<file path="src/rtl/lcd_timing_gen.sv">
// RGB LCD timing generator with FIFO-fed pixels; LCD_TIMING_RGB888_EN selects 24-bit pixels (default RGB565).
// Counters to pins take 1 cycle; the FIFO is never stalled, and an empty FIFO costs one background pixel.
module lcd_timing_gen #(
    parameter int          H_ACTIVE = 800,
    parameter int          H_FP     = 40,
    parameter int          H_SYNC   = 48,
    parameter int          H_BP     = 88,
    parameter int          V_ACTIVE = 480,
    parameter int          V_FP     = 13,
    parameter int          V_SYNC   = 3,
    parameter int          V_BP     = 32,
    parameter logic        HS_POL   = 1'b0,
    parameter logic        VS_POL   = 1'b0,
    parameter logic [23:0] BG_COLOR = 24'hFF0000,
`ifdef LCD_TIMING_RGB888_EN
    localparam int         PIX_W    = 24
`else
    localparam int         PIX_W    = 16
`endif
) (
    input  logic             PixelClk,
    input  logic             RST,
    input  logic             EN,
    input  logic [PIX_W-1:0] FIFO_Data,
    input  logic             FIFO_Empty,
    output logic             FIFO_RE,
    output logic             FIFO_RST,
    output logic             LCD_DE,
    output logic             LCD_HSYNC,
    output logic             LCD_VSYNC,
    output logic [7:0]       LCD_R,
    output logic [7:0]       LCD_G,
    output logic [7:0]       LCD_B,
    output logic             FrameStart,
    output logic [15:0]      UnderflowCnt
);
    localparam int H_TOTAL = H_ACTIVE + H_FP + H_SYNC + H_BP;
    localparam int V_TOTAL = V_ACTIVE + V_FP + V_SYNC + V_BP;
    localparam int HW      = $clog2(H_TOTAL);
    localparam int VW      = $clog2(V_TOTAL);

    localparam logic [HW-1:0] H_LAST   = HW'(H_TOTAL - 1);
    localparam logic [HW-1:0] H_ACT    = HW'(H_ACTIVE);
    localparam logic [HW-1:0] HS_START = HW'(H_ACTIVE + H_FP);
    localparam logic [HW-1:0] HS_END   = HW'(H_ACTIVE + H_FP + H_SYNC);
    localparam logic [VW-1:0] V_LAST   = VW'(V_TOTAL - 1);
    localparam logic [VW-1:0] V_ACT    = VW'(V_ACTIVE);
    localparam logic [VW-1:0] VS_START = VW'(V_ACTIVE + V_FP);
    localparam logic [VW-1:0] VS_END   = VW'(V_ACTIVE + V_FP + V_SYNC);

    logic [HW-1:0] hc_q, hc_d;
    logic [VW-1:0] vc_q, vc_d;
    logic          de_q, de_d;
    logic          hs_q, hs_d;
    logic          vs_q, vs_d;
    logic          fs_q, fs_d;
    logic          rd_q, rd_d;
    logic [15:0]   ucnt_q, ucnt_d;
    logic          act, under, in_hs, in_vs;
    logic [23:0]   pix;

    always_comb begin
        act      = (hc_q < H_ACT) && (vc_q < V_ACT);
        under    = act && FIFO_Empty;
        in_hs    = (hc_q >= HS_START) && (hc_q < HS_END);
        in_vs    = (vc_q >= VS_START) && (vc_q < VS_END);
        FIFO_RE  = act && !FIFO_Empty && EN;
        // Flush once per frame during V sync so stale words never leak into the next frame.
        FIFO_RST = RST || !EN || in_vs;
    end

    always_comb begin
        hc_d = hc_q;
        vc_d = vc_q;
        if (!EN) begin
            hc_d = '0;
            vc_d = V_ACT;
        end else if (hc_q == H_LAST) begin
            hc_d = '0;
            vc_d = (vc_q == V_LAST) ? '0 : vc_q + 1'b1;
        end else begin
            hc_d = hc_q + 1'b1;
        end
    end

    always_comb begin
        de_d   = 1'b0;
        hs_d   = ~HS_POL;
        vs_d   = ~VS_POL;
        fs_d   = 1'b0;
        rd_d   = 1'b0;
        ucnt_d = ucnt_q;
        if (EN) begin
            de_d = act;
            hs_d = in_hs ? HS_POL : ~HS_POL;
            vs_d = in_vs ? VS_POL : ~VS_POL;
            fs_d = (hc_q == '0) && (vc_q == '0);
            rd_d = FIFO_RE;
            if (under && (ucnt_q != 16'hFFFF))
                ucnt_d = ucnt_q + 16'd1;
        end
    end

    always_ff @(posedge PixelClk or posedge RST) begin
        if (RST) begin
            hc_q   <= '0;
            vc_q   <= V_ACT;
            de_q   <= 1'b0;
            hs_q   <= ~HS_POL;
            vs_q   <= ~VS_POL;
            fs_q   <= 1'b0;
            rd_q   <= 1'b0;
            ucnt_q <= 16'd0;
        end else begin
            hc_q   <= hc_d;
            vc_q   <= vc_d;
            de_q   <= de_d;
            hs_q   <= hs_d;
            vs_q   <= vs_d;
            fs_q   <= fs_d;
            rd_q   <= rd_d;
            ucnt_q <= ucnt_d;
        end
    end

    // FIFO data arrives the cycle after the read, which is exactly when rd_q is high.
    always_comb begin
        pix = 24'h000000;
        if (rd_q) begin
`ifdef LCD_TIMING_RGB888_EN
            pix = FIFO_Data;
`else
            pix = {FIFO_Data[15:11], FIFO_Data[15:13],
                   FIFO_Data[10:5],  FIFO_Data[10:9],
                   FIFO_Data[4:0],   FIFO_Data[4:2]};
`endif
        end else if (de_q) begin
            pix = BG_COLOR;
        end
    end

    assign LCD_R        = pix[23:16];
    assign LCD_G        = pix[15:8];
    assign LCD_B        = pix[7:0];
    assign LCD_DE       = de_q;
    assign LCD_HSYNC    = hs_q;
    assign LCD_VSYNC    = vs_q;
    assign FrameStart   = fs_q;
    assign UnderflowCnt = ucnt_q;
endmodule

</file>
<file path="config.mk">
export PLATFORM = sky130hd
export DESIGN_NAME = lcd_timing_gen
export DESIGN_NICKNAME = d
export VERILOG_FILES = /design/src/rtl/lcd_timing_gen.sv
export SDC_FILE = /design/constraint.sdc
export NUM_CORES = 1
export LEC_CHECK = 0
export ABC_AREA = 1
export BUFFER_PORTS_ARGS = -buffer_cell sky130_fd_sc_hd__buf_2
export CORE_MARGIN = 2
export CORE_UTILIZATION = 40
export DETAILED_ROUTE_END_ITERATION = 8
export HOLD_SLACK_MARGIN = 0.12
export SLEW_MARGIN = 20
export SYNTH_ARGS = -nofsm -noshare
export SYNTH_HDL_FRONTEND = slang
export SYNTH_SLANG_ARGS = --single-unit
export TNS_END_PERCENT = 30
</file>
<file path="constraint.sdc">
create_clock -name PixelClk -period 3.3 [get_ports PixelClk]
set_input_delay 0.99 -clock PixelClk [delete_from_list [all_inputs] [get_ports PixelClk]]
set_output_delay 0.99 -clock PixelClk [all_outputs]
set_load 0.01 [all_outputs]
</file>
After elaboration in Yosys (flattened, before gate mapping)

Cells that the tools add are included.

Bits in writable memories: 0
Logic and storage cells: 50
ROM bits: 0
Memories kept: 0
Bits of input ports: 20
Bits in latches: 0
Register bits: 41

$mul: 0
Reductions and logical operators: 15
Divide/modulo/power cells: 0
Bitwise operators: 0
Shift operators: 0
Add/subtract/negate cells: 3
$lt $le $gt $ge: 6
Eq/ne operators: 4
Mux-type cells: 14

Operators by type and width:

| kind                                                 | number |
|---|---|
| two-way mux 10 bit                                   | 5 |
| two-way mux 24 bit                                   | 2 |
| adder 10 x 1 -> 10 bit, second input constant        | 2 |
| == test 10 bit, second input constant                | 2 |
| logical NOT 10 bit                                   | 2 |
| < comparator 10 bit, second input constant           | 2 |
| < comparator 10 x 9 -> 1 bit, second input constant  | 2 |
| adder 16 x 1 -> 16 bit, second input constant        | 1 |
| != test 16 bit, second input constant                | 1 |
| >= comparator 10 bit, second input constant          | 1 |
| >= comparator 10 x 9 -> 1 bit, second input constant | 1 |
| logical AND 1 bit                                    | 8 |
| two-way mux 1 bit                                    | 7 |
| logical NOT 1 bit                                    | 2 |
| logical OR 1 bit                                     | 2 |
| != test 2 x 1 -> 1 bit, second input constant        | 1 |
| AND reduction 2 bit                                  | 1 |

Longest topological paths before layout

Depth in word-level cells: 5
Gate-level depth with buffers: 9
Mapped depth without buffers: 9

Worst setup path before layout

No wires, ideal clock.

Path kind: input to output
Start: in RST
End: out FIFO_RST
Required time: 2.310 ns
Setup slack: 0.185 ns
Cell stages on the path: 2
Arrival time: 2.125 ns
Cells stage by stage: inv_1 > nand3_1

Cells in the longest elaborated chain, start to end: 2

RTL lines:

| element                       | RTL line | RTL |
|---|---|---|
| from (decl)                   | 22       | `input logic RST,` |
| logical OR 1 bit (2 in a row) | 69       | `FIFO_RST = RST \|\| !EN \|\| in_vs;` |
| to (decl)                     | 27       | `output logic FIFO_RST,` |

Every way passes these cells.

Worst setup path in the final report

Start: in EN
End: out FIFO_RE

Cells in the longest elaborated chain, start to end: 1

RTL lines:

| element           | RTL line | RTL |
|---|---|---|
| from (decl)       | 23       | `input logic EN,` |
| logical AND 1 bit | 67       | `FIFO_RE = act && !FIFO_Empty && EN;` |
| to (decl)         | 26       | `output logic FIFO_RE,` |

Every way passes these cells.

==> metrics.yaml <==
synth:
  synth_area_leaders: "dfrtp_1, nand2_1, inv_1, nand3_1, nor2_1"
  ys_seq_elements: 41
  synth.avg_cell_area_um2: 6.750
  synth_top_area_cell: "dfrtp_1"
  syn-cell-area_um2: 2734
  syn_nets: 432
  yosysWarnings: 0
  synth_top_area_share_pct: 32.04
  syn_inst: 405
  yosysSeqAreaShare_pct: 37.80
  synthDistinctLibCells: 28
global_route:
  grt.overflow.total: 0
  grt_pass1_vias: 2363
  grt_pass1_wl_um: 10850
  antenna_found_initial: 0
  grt.total_usage_pct: 17.99
  grt_max_degree: 42
sta:
  final_max_slew_viol_count: 0
  clock.fmax_mhz: 358.3
  rsz0062_at_grt: "no"
  finalCriticalPeriod_ps: 2791
  fin_worst_skew_ps: 4.423
  finalSetupViolCount: 0
  fin_ws_ps: 509.4
  tightest_slew_ps: 611.6
  setup-tns-final_ps: 0
  max_slew_margin_pct: 59.08
  hold_viol: 0
  period_share_pct: 84.56
pwr:
  p_comb_share_pct: 4.4
  p_int_mw: 0.6648
  power_density_nw_per_um2: 276.7
  switchingPower_mw: 0.2080
  leakage_nw: 1.818
  switching_share_pct: 23.83
  vdd.ir_drop.worst_mv: 0.1463
  power_frac_seq_pct: 58.2
  power_frac_clock_pct: 37.4
floorplan:
  core_um2: 6719
  ios: 66
  row_count: 30
  design.die.area_um2: 7512
  start_util_pct: 40.69
  dieWidth_um: 86.67
  dieHeight_um: 86.67
cts:
  clk_latency_ps: 290
  postCtsSetupRepairBufs: 0
  cts.reportedPaths.clkPinSlew_ps: 80
  cts_tree: "yes"
  clock_sinks: 41
  h-tree-depth: 2
  ctsResizeCount: 0
  cts_buffer_depth: 2
  clock-root-buffer: "clkbuf_8"
  postCtsHoldBufs: 0
  numCtsBuffers: 5
layout:
  nets: 491
  syn2layout_area_growth_pct: 15.38
  antenna_cells: 0
  drive_gt1_share_pct: 19.78
  mostFrequentLayoutCells: "nand2_1, buf_2, inv_1, nor2_1"
  layout_commonest_cell: "nand2_1"
run:
  drv_cap: 0
detailed_routing:
  viasPerCell: 4.741
  finalWirelength_um: 6284
  vias: 2584
  wire_per_inst_um: 11.53
  route.antenna.remaining_nets: 0
  drc: 0
  drt-initial-drc-count: 104
  drt_pass1_iterations: 4
place:
  io_buffers: 65
  routabilityCongestion: 0.8123
  dp_slack_ps: 504.8
  dp.final_hpwl_um: 4790
setup_path:
  start_kind: "primary input"
  critPathArrivalTime_ps: 1800
  cpPeakStageDelay_ps: 160
  crit_type: "in -> out"
  reg2reg_setup_slack_ps: 1520
  worstPathRequired_ps: 2310
  crit_path_frequent_cell: "buf_2"
  crit_family: "buffers and inverters"
  worst-path-buf-inv: 3
  slowest_stage: "buf_2"
  path_cells: "buf_2 > inv_2 > nor2_4 > nand3_2 > nor2_1 > buf_2"
  crit_path_max_fanout: 9
  end_kind: "primary output"
run_status:
  status: "finished, final reports clean"
hold_path:
  holdCritPathClass: "reg -> reg"
## worst reg2reg max path: stages, from the launching register on
cell     delay (ps)
dfrtp_1         450
ha_1            270
nand2_1         130
nor2_4          220
nand4_4         250
nand2_4         280
nand2_1          80
nand2_1          70
## state kept, by name, summed over array words and instances (netlist names)
| name | flops |
|---|---|
| FrameStart | 1 |
| LCD_DE | 1 |
| LCD_HSYNC | 1 |
| LCD_VSYNC | 1 |
| UnderflowCnt | 16 |
| hc_q | 10 |
| rd_q | 1 |
| vc_q | 10 |
## cells by family (layout without fill, tap and decap cells)
group | after synthesis | after routing | synth area share, %
xor+xnor | 9 | 9 | 2.883
flops | 41 | 41 | 37.80
simple gates | 270 | 270 | 43.07
fa+ha+maj | 7 | 7 | 3.204
buf+inv | 66 | 126 | 10.75
compound gates | 12 | 12 | 2.288
## per-stage QoR
stage	std cells	util, %	area, um^2	power (mW)	hold slack, ps
3_5_place_dp	537	45.66	3068	0.5578	500.1
5_1_grt	545	46.95	3154	0.9203	550.2
6_report	545	46.95	3154	0.8728	503.6
2_1_floorplan	405	-	2734	0.5382	454.7
3_3_place_gp	537	45.66	3068	0.5574	486.1
4_1_cts	545	46.95	3154	0.8987	510.7
## cells in the mapped netlist
master and instances:
nand3b_1 2, nor2_2 2, inv_1 51, xnor2_1 1
nand2_4 1, xor2_1 8, nand4_1 11, nand3_1 35
dfstp_2 6, buf_2 1, o21ai_0 6, ha_1 7
or2_2 1, o21bai_1 1, clkbuf_4 1, buf_6 1
dfrtp_1 35, nand2_1 158, clkbuf_1 2, nor2_1 45
nor2_4 4, buf_4 9, nand4_4 1, nor3_1 8
nor3_2 1, inv_2 1, a21oi_1 5, nand3_2 1
## metal layers
layer,routed length (um),track usage [%],vias to the layer above
met5,0,0,-
met4,53,4.688,0
met3,184,2.762,7
met2,3235,32.24,37
met1,2810,22.48,1172
li1,-,-,1368
## worst paths after layout
path	start	endpoint	depth (start not counted)
hold / removal	hc_q[0]$_DFF_PP0_	hc_q[0]$_DFF_PP0_	1
min in group asynchronous	RST	hc_q[3]$_DFF_PP0_	3
setup / recovery	EN	FIFO_RE	6
setup reg to reg	UnderflowCnt[0]$_DFFE_PP0P_	UnderflowCnt[7]$_DFFE_PP0P_	7
max in group asynchronous	RST	vc_q[7]$_DFFE_PP1P_	3
hold reg to reg	hc_q[0]$_DFF_PP0_	hc_q[0]$_DFF_PP0_	1
## power groups by stage
stage / clock (mW) / sequential (mW) / combinational [mW]
finish: 0.326 / 0.508 / 0.0386
global route: 0.366 / 0.509 / 0.0454
CTS: 0.350 / 0.508 / 0.0402
detailed placement: 0 / 0.518 / 0.0401
global placement: 0 / 0.518 / 0.0398
floorplan: 0 / 0.517 / 0.0212
## cell type report
type | count | area, um^2
Inverter | 52 | 195.2
Multi-Input combinational cell | 298 | 1406
Tap cell | 80 | 100.1
Clock buffer | 5 | 68.82
Sequential cell | 41 | 1033
Timing Repair Buffer | 66 | 332.8
Clock inverter | 3 | 17.52
Fill cell | 704 | 3565
No activity file was read; power rests on OpenSTA's default activity.
